### src/rtl/gray_counter.sv
// Up/down binary counter with a registered Gray-code copy, parallel load and wrap strobe.
// Latency: 1 cycle from inputs to bin/gray/wrap; no backpressure, a step is taken every enabled cycle.
module gray_counter #(
    parameter int WIDTH = 4
) (
    input  logic             clk,
    input  logic             rst,
    input  logic             en,
    input  logic             up,
    input  logic             load,
    input  logic [WIDTH-1:0] load_val,
    output logic [WIDTH-1:0] bin,
    output logic [WIDTH-1:0] gray,
    output logic             wrap
);

    logic [WIDTH-1:0] next_bin;
    logic             next_wrap;

    always_comb begin
        next_bin  = bin;
        next_wrap = 1'b0;
        if (load) begin
            next_bin = load_val;
        end else if (en) begin
            if (up) begin
                next_bin  = bin + WIDTH'(1);
                next_wrap = &bin;
            end else begin
                next_bin  = bin - WIDTH'(1);
                next_wrap = ~|bin;
            end
        end
    end

    // Gray is encoded from next_bin so both buses update on the same edge.
    always_ff @(posedge clk) begin
        if (rst) begin
            bin  <= '0;
            gray <= '0;
            wrap <= 1'b0;
        end else begin
            bin  <= next_bin;
            gray <= next_bin ^ (next_bin >> 1);
            wrap <= next_wrap;
        end
    end

endmodule

### config.mk
export PLATFORM = sky130hd
export DESIGN_NAME = gray_counter
export DESIGN_NICKNAME = d
export VERILOG_FILES = /design/src/rtl/gray_counter.sv
export SDC_FILE = /design/constraint.sdc
export NUM_CORES = 1
export LEC_CHECK = 0
export CAP_MARGIN = 20
export CORE_MARGIN = 2
export CORE_UTILIZATION = 25
export CTS_CLUSTER_DIAMETER = 100
export DETAILED_ROUTE_END_ITERATION = 10
export PLACE_DENSITY = 0.58
export SETUP_SLACK_MARGIN = 0.3
export SYNTH_ARGS = -nofsm -noshare
export SYNTH_HDL_FRONTEND = slang
export SYNTH_SLANG_ARGS = --single-unit
### constraint.sdc
create_clock -name clk -period 5.45 [get_ports clk]
set_clock_uncertainty 0.2 [all_clocks]
set_input_delay 1.09 -clock clk [delete_from_list [all_inputs] [get_ports clk]]
set_output_delay 1.09 -clock clk [all_outputs]
set_load 0.01 [all_outputs]
* Word level (Yosys, flattened, before mapping)
Cells that the tools add are included.
** Operators by class
- $add $sub $neg :: 2
- Mux-type cells :: 4
- Reduce and logical (&&, ||, !) cells :: 4
- Bitwise logic cells :: 2
** Operators by type and width (count)
- 4-bit 2-to-1 mux :: 3
- 4-bit by 1-bit adder with 4-bit output, second input constant :: 1
- 4-bit AND reduction :: 1
- 4-bit OR reduction :: 1
- 4-bit by 1-bit subtractor with 4-bit output, second input constant :: 1
- 4-bit by 3-bit bitwise XOR with 4-bit output :: 1
- 3-bit OR reduction :: 1
- 1-bit zero test :: 1
- 1-bit 2-to-1 mux :: 1
- 1-bit inverter :: 1
** Word-level totals
- Logic and storage cells :: 15
- Input bits :: 9
- Bits in registers :: 9
- Output and inout port bits :: 9

* Depth between registers and ports, before layout
Gate-level depths: netlist of run 1.
- Depth after elaboration :: 5
- Mapped depth :: 6
- Mapped depth without buffers :: 6

* Worst setup path after synthesis of run 1
OpenSTA, ideal clock, no wires.
- Path kind :: input port to flip-flop
- Start :: in up
- End :: reg gray[1]
- Setup slack :: 2.827 ns
- Path buffers :: 0
- Arrival :: 2.301 ns
- Stages :: 6
- Data required time :: 5.128 ns
- Setup time :: 0.122 ns
- Cells stage by stage :: inv_1 > fa_1 > mux2_2 > mux2i_1 > or3_1 > a21oi_1
** Between the ends
- Longest elaborated chain between the ends :: 4
** RTL lines
- from (decl) :: line 9 : input logic up,
- 4-bit 2-to-1 mux :: line 26 : if (up) begin
- 4-bit 2-to-1 mux :: line 25 : end else if (en) begin
- 4-bit 2-to-1 mux :: line 23 : if (load) begin
- 4-bit by 3-bit bitwise XOR with 4-bit output :: line 44 : gray <= next_bin ^ (next_bin >> 1);
- to (signal assigned) :: line 44
- to (decl) :: line 13 : output logic [WIDTH-1:0] gray,
Every way passes these cells.
A chain may end at the register's enable or synchronous reset.

* Worst setup path in the final report of run 1
Same ends and word-level chain as after synthesis.

==> results of run 1 <==
-- metal layers --
| metal | part of all wire, % | vias to the layer above | wire length, µm | track usage, % |
|---|---|---|---|---|
| met2 | 48 | 14 | 497 | 12.9 |
| met5 | 0 | - | 0 | 0 |
| met4 | 0 | 0 | 0 | 3.24 |
| met1 | 45 | 199 | 468 | 10.3 |
| li1 | - | 225 | - | - |
| met3 | 7.0 | 0 | 73 | 5.56 |
-- cell usage after synthesis, types with 2 or more instances --
| cell | instances |
|---|---|
| mux2i_1 | 3 |
| buf_4 | 2 |
| xnor2_1 | 2 |
| nor2_1 | 6 |
| dfxtp_1 | 8 |
| a21oi_1 | 3 |
| ha_1 | 2 |
| or3_1 | 2 |
| inv_1 | 2 |
-- through the flow --
stage / setup WS, ns / hold slack [ns] / area (µm²) / power, mW
floorplan: 2.83 / 0.464 / 488 / 0.101
global placement: 2.11 / 0.500 / 669 / 0.123
detailed placement: 2.05 / 0.483 / 669 / 0.124
CTS: 2.31 / 0.490 / 692 / 0.169
global route: 2.20 / 0.529 / 692 / 0.176
finish: 2.34 / 0.485 / 692 / 0.165
-- placed cells by master (no fill, tap or decap), types with 2 or more instances in the layout --
cell type / count
dfxtp_1: 8
clkbuf_4: 3
mux2i_1: 3
nor2_1: 6
inv_1: 2
or3_1: 2
clkdlybuf4s50_1: 17
a21oi_1: 3
ha_1: 2
xnor2_1: 2
-- worst reg2reg max path, delay by kind of cell (launching register included) --
kind                     cells  cell delay [ns]
AO/OA/AOI/OAI                2             0.28
adder cells (fa/ha/maj)      1             0.46
flip-flops                   1             0.48
multiplexers                 2             0.57
-- path summary, 6_finish.rpt --
check                                to  slack (ns)  cells after the start   start
worst max-delay path            gray[1]        2.34                      7      up
worst max register to register  gray[1]        3.40                      5  bin[0]
worst min register to register     wrap        0.48                      4  bin[2]
worst min-delay path               wrap        0.48                      4  bin[2]
-- layout make-up --
cell class	instances	area share [%]
Sequential cell	8	23.1
Inverter	2	1.08
Clock buffer	3	3.25
Timing Repair Buffer	17	24.6
Multi-Input combinational cell	39	43.4
Tap cell	25	4.52
-- cells by family after synthesis --
family                   share of synthesized area [%]
AO/OA/AOI/OAI                                     15.4
XOR/XNOR                                          5.39
adder cells (fa/ha/maj)                           9.23
buffers and inverters                             5.64
flip-flops                                        32.8
multiplexers                                      8.46
AND/OR/NAND/NOR                                   23.1
-- power by group through the flow --
stage               sequential, mW  combinational, mW  clock [mW]
floorplan                   0.0734             0.0272           0
global placement            0.0713             0.0515           0
detailed placement          0.0716             0.0520           0
CTS                         0.0703             0.0523      0.0465
global route                0.0710             0.0564      0.0488
finish                      0.0702             0.0515      0.0438
-- state kept, by name (all words and copies together), names as in the netlist --
name and count:
wrap 1, bin 4, gray 3
==> out/qor.yml, run 1 <==
timing:
  relSlewSlack_pct: 72.0
  fmax_mhz: 322
  tightest_slew_ns: 0.418
  period_share_pct: 57.0
  fin_crit_ns: 3.11
  rsz0062_at_grt: "no"
  hold_violations: 0
  slew_viol_final: 0
  setup_tns_ns: 0
  setup_violations: 0
job:
  cap_violations: 0
die:
  initial_utilization_pct: 27.4
  die_h_um: 48.2
  row_count: 15
  core_um2: 1780
  die-area_um2: 2320
  io_pins: 18
  die_w_um: 48.2
final_layout:
  seq_area_um2: 160
  fill_cells: 193
  nets: 83
  multi_input_area_um2: 300
  diodes: 0
  stdcell_count: 94
  drive_gt1_share_pct: 7.25
  final_util_pct: 38.8
  syn_to_final_growth_pct: 41.8
drt:
  routed_wirelength_mm: 1.04
  wire_per_inst_um: 11.0
  firstDrtPassIters: 4
  viasPerCell: 4.66
  drc_errors: 0
  num_vias: 438
  ant_nets: 0
  drt_iter0_markers: 11
setup_path:
  cp_cell_sequence: "clkdlybuf4s50_1 > inv_1 > fa_1 > mux2_2 > mux2i_1 > o21ai_0 > a21oi_1"
  crit_fanout: 5
  cp_slowest_cell: "clkdlybuf4s50_1"
  path_class: "in -> reg"
  path_delay_family: "buffers and inverters"
  start_kind: "input pin"
  arrival_ns: 3.09
  cp_num_buf_inv: 2
  required_ns: 5.43
  critPathMaxStageDelay_ns: 0.53
  crit_path_end_kind: "flop"
clock_network:
  clk-insertion-delay-late_ns: 0.25
  path_clk_slew_ns: 0.05
  cts_tree: "done"
  cts_hold_buffers: 0
  clockBufferDepth: 2
  cts_max_level: 1
  cts.sinks: 8
  cts_buffers: 3
  post_cts_buffers: 0
  cts_root_buf: "clkbuf_4"
  post_cts.resized_instances: 0
logic_synthesis:
  syn_area_um2: 488
  synth_area_per_cell_um2: 9.38
  synth_area_leader_cell: "dfxtp_1"
  synth-edff-count: 0
  synth_top_area_share_pct: 32.8
  syn_nets: 64
  synth_cell_type_count: 31
  syn_inst: 52
  synth_seq_cells: 8
  ys_seq_area_share_pct: 32.8
  synth-async-reset-ratio_pct: 0
  ys.flop_type: "dfxtp_1"
  ys_warn_count: 0
  synth_area_leaders: "dfxtp_1 33%, mux2i_1 6.2%, ha_1 5.1%"
global_route:
  antenna_found_initial: 0
  grt.overflow.total: 0
  first_global_vias: 315
  grt_pass1_wl_mm: 1.35
  grt_usage_pct: 8.79
  grt_max_degree: 12
power:
  p_comb_share_pct: 31.1
  leakagePower_nw: 0.280
  seqPwrFrac_pct: 42.4
  switching_power_mw: 0.0459
  netSwitchingFraction_pct: 27.7
  p_int_mw: 0.120
  irDropWorstVdd_v: 0.000107
  power.density_nw_per_um2: 239
  p_clk_share_pct: 26.5
status:
  status: "complete, no violations"
placement:
  dp_cells: 91
  globalplace.congestion: 0.683
  portBuffers: 17
  hpwl_um: 791
min_path:
  hold_path.class: "reg -> reg"
No activity file was read; power rests on OpenSTA's default activity.
==> run 2, diff against run 1 <==
--- a/config.mk
+++ b/config.mk
@@ -10,7 +10,7 @@
 export CORE_UTILIZATION = 25
 export CTS_CLUSTER_DIAMETER = 100
 export DETAILED_ROUTE_END_ITERATION = 10
-export PLACE_DENSITY = 0.58
+export PLACE_DENSITY = 0.6
 export SETUP_SLACK_MARGIN = 0.3
 export SYNTH_ARGS = -nofsm -noshare
 export SYNTH_HDL_FRONTEND = slang
==> constraint.sdc (replaced) <==
create_clock -name clk -period 2.8 [get_ports clk]
set_clock_uncertainty 0.2 [all_clocks]
set_input_delay 0.56 -clock clk [delete_from_list [all_inputs] [get_ports clk]]
set_output_delay 0.56 -clock clk [all_outputs]
set_load 0.01 [all_outputs]
==> out/qor.yml, run 2 (same netlist as run 1, synthesis figures left out) <==
status:
  status: "complete, no violations"  # unchanged
die:
  row_count: 15  # unchanged
  io_pins: 18  # unchanged
  die-area_um2: 2320  # unchanged
  core_um2: 1780  # unchanged
  die_h_um: 48.2  # unchanged
  initial_utilization_pct: 27.4  # unchanged
  die_w_um: 48.2  # unchanged
final_layout:
  largest_register_ff_count: 4  # unchanged
  fill_cells: 179  # was 193
  multi_input_area_um2: 318  # was 300 µm²
  fin_area_um2: 739  # was 692 µm²
  drive_gt1_share_pct: 15.1  # was 7.25%
  diodes: 0  # unchanged
  seq_area_um2: 160  # unchanged
  top_register: "bin"  # unchanged
  reg.largest.list: "bin (4), gray (3), wrap (1)"  # unchanged
  nets: 87  # was 83
  syn_to_final_growth_pct: 51.5  # was 41.8%
  final_cell_mix: "17 x clkdlybuf4s50_1, 8 x dfxtp_1, 6 x nor2_1"  # unchanged
  final_common_cell: "clkdlybuf4s50_1"  # unchanged
placement:
  hpwl_um: 816  # was 791 µm
  globalplace.congestion: 0.732  # was 0.683
  portBuffers: 17  # unchanged
  place_area_um2: 699  # was 669 µm²
drt:
  drc_errors: 0  # unchanged
  num_vias: 454  # was 438
  viasPerCell: 4.63  # was 4.66
  wire_per_inst_um: 11.3  # was 11.0 µm
  ant_nets: 0  # unchanged
  routed_wirelength_mm: 1.11  # was 1.04 mm
  firstDrtPassIters: 4  # unchanged
  drt_iter0_markers: 6  # was 11
timing:
  period_share_pct: 86.0
  slew_viol_final: 0  # unchanged
  fin_crit_ns: 2.41
  relSlewSlack_pct: 80.8  # was 72.0%
  setup_tns_ns: 0  # unchanged
  setup_violations: 0  # unchanged
  rsz0062_at_grt: "no"  # unchanged
  fmax_mhz: 415
  tightest_slew_ns: 0.285  # was 0.418 ns
  fin_hold_ws_ns: 0.487  # was 0.485 ns
  hold_violations: 0  # unchanged
setup_path:
  arrival_ns: 2.38  # was 3.09 ns
  crit_fanout: 3  # was 5
  rrSetupSlack_ns: 0.85  # was 3.40 ns
  crit_path_end_kind: "flop"  # unchanged
  cp_slowest_cell: "clkdlybuf4s50_1"  # unchanged
  path_delay_family: "buffers and inverters"  # unchanged
  cp_num_buf_inv: 3  # was 2
  start_kind: "input pin"  # unchanged
  cp_cell_sequence: "clkdlybuf4s50_1 > inv_1 > buf_4 > ha_1 > a21o_1 > a221o_1 > nand3_2 > mux2i_1"  # was clkdlybuf4s50_1 > inv_1 > fa_1 > mux2_2 > mux2i_1 > o21ai_0 > a21oi_1
  critPathMaxStageDelay_ns: 0.48  # was 0.53 ns
  required_ns: 2.78  # was 5.43 ns
  path_class: "in -> reg"  # unchanged
global_route:
  first_global_vias: 366  # was 315
  grt.overflow.total: 0  # unchanged
  grt_pass1_wl_mm: 1.59  # was 1.35 mm
  grt_usage_pct: 10.1  # was 8.79%
  antenna_found_initial: 0  # unchanged
  grt_max_degree: 11  # was 12
clock_network:
  clk-insertion-delay-late_ns: 0.25  # about the same
  post_cts_buffers: 0  # unchanged
  cts_buffers: 3  # unchanged
  cts_root_buf: "clkbuf_4"  # unchanged
  clockBufferDepth: 2  # unchanged
  cts_max_level: 1  # unchanged
  cts.sinks: 8  # unchanged
  post_cts.resized_instances: 0  # unchanged
  path_clk_slew_ns: 0.05  # about the same
  cts_hold_buffers: 0  # unchanged
  cts_tree: "done"  # unchanged
power:
  power.density_nw_per_um2: 449  # was 239 nW/µm²
  irDropWorstVdd_v: 0.000409  # was 0.000107 V
  leakagePower_nw: 0.299  # was 0.280 nW
min_path:
  hold_path.class: "reg -> reg"  # unchanged
job:
  cap_violations: 0  # unchanged
## run 2: area by class of cell
class / count / area share (%)
Multi-Input combinational cell: 39 / 43.0
Tap cell: 25 / 4.23
Inverter: 2 / 1.02
Sequential cell: 8 / 21.7
Timing Repair Buffer: 21 / 27.1
Clock buffer: 3 / 3.05
## run 2: worst min-delay path, stage by stage (launching register included)
cell and delay (ns):
dfxtp_1 0.35, nand4_1 0.08, nor2_1 0.04, a21oi_1 0.10, nor4b_1 0.06
## run 2: through the flow
stage                     std cells  utilization (%)  total power [mW]  worst slack [ns]
final                            98             41.5             0.332             0.392
after global routing             98             41.5             0.354             0.321
after CTS                        98             40.5             0.330             0.339
after detailed placement         95             39.2             0.244            0.0908
after global placement           95             39.2             0.244             0.116
after floorplan                  52                -             0.196             0.707
## run 2: report_power, final
part           internal (mW)  switching (mW)  total [mW]
Clock                 0.0487          0.0344      0.0831
Combinational         0.0653          0.0472       0.113
Sequential             0.126          0.0109       0.137
## run 2: final timing paths
kind | from | end | depth (start not counted)
hold / removal | bin[2] | wrap | 4
setup / recovery | up | gray[2] | 8
setup reg to reg | bin[0] | gray[1] | 5
hold reg to reg | bin[2] | wrap | 4
## run 2: metal layers
layer | share of wire, % | vias up | GRT usage (%)
met5 | 0 | - | 0
met4 | 0 | 0 | 1.62
met3 | 6.0 | 0 | 6.67
met2 | 46 | 18 | 13.2
met1 | 48 | 202 | 14.0
li1 | - | 234 | -
==> run 3, diff against run 2 <==
--- a/config.mk
+++ b/config.mk
@@ -8,6 +8,7 @@
 export CAP_MARGIN = 20
 export CORE_MARGIN = 2
 export CORE_UTILIZATION = 25
+export CTS_BUF_LIST = sky130_fd_sc_hd__clkbuf_2 sky130_fd_sc_hd__clkbuf_4 sky130_fd_sc_hd__clkbuf_8
 export CTS_CLUSTER_DIAMETER = 100
 export DETAILED_ROUTE_END_ITERATION = 10
 export PLACE_DENSITY = 0.6
==> results of run 3 <==
Same layout as run 2: the final DEF is identical, and so are final timing and power.
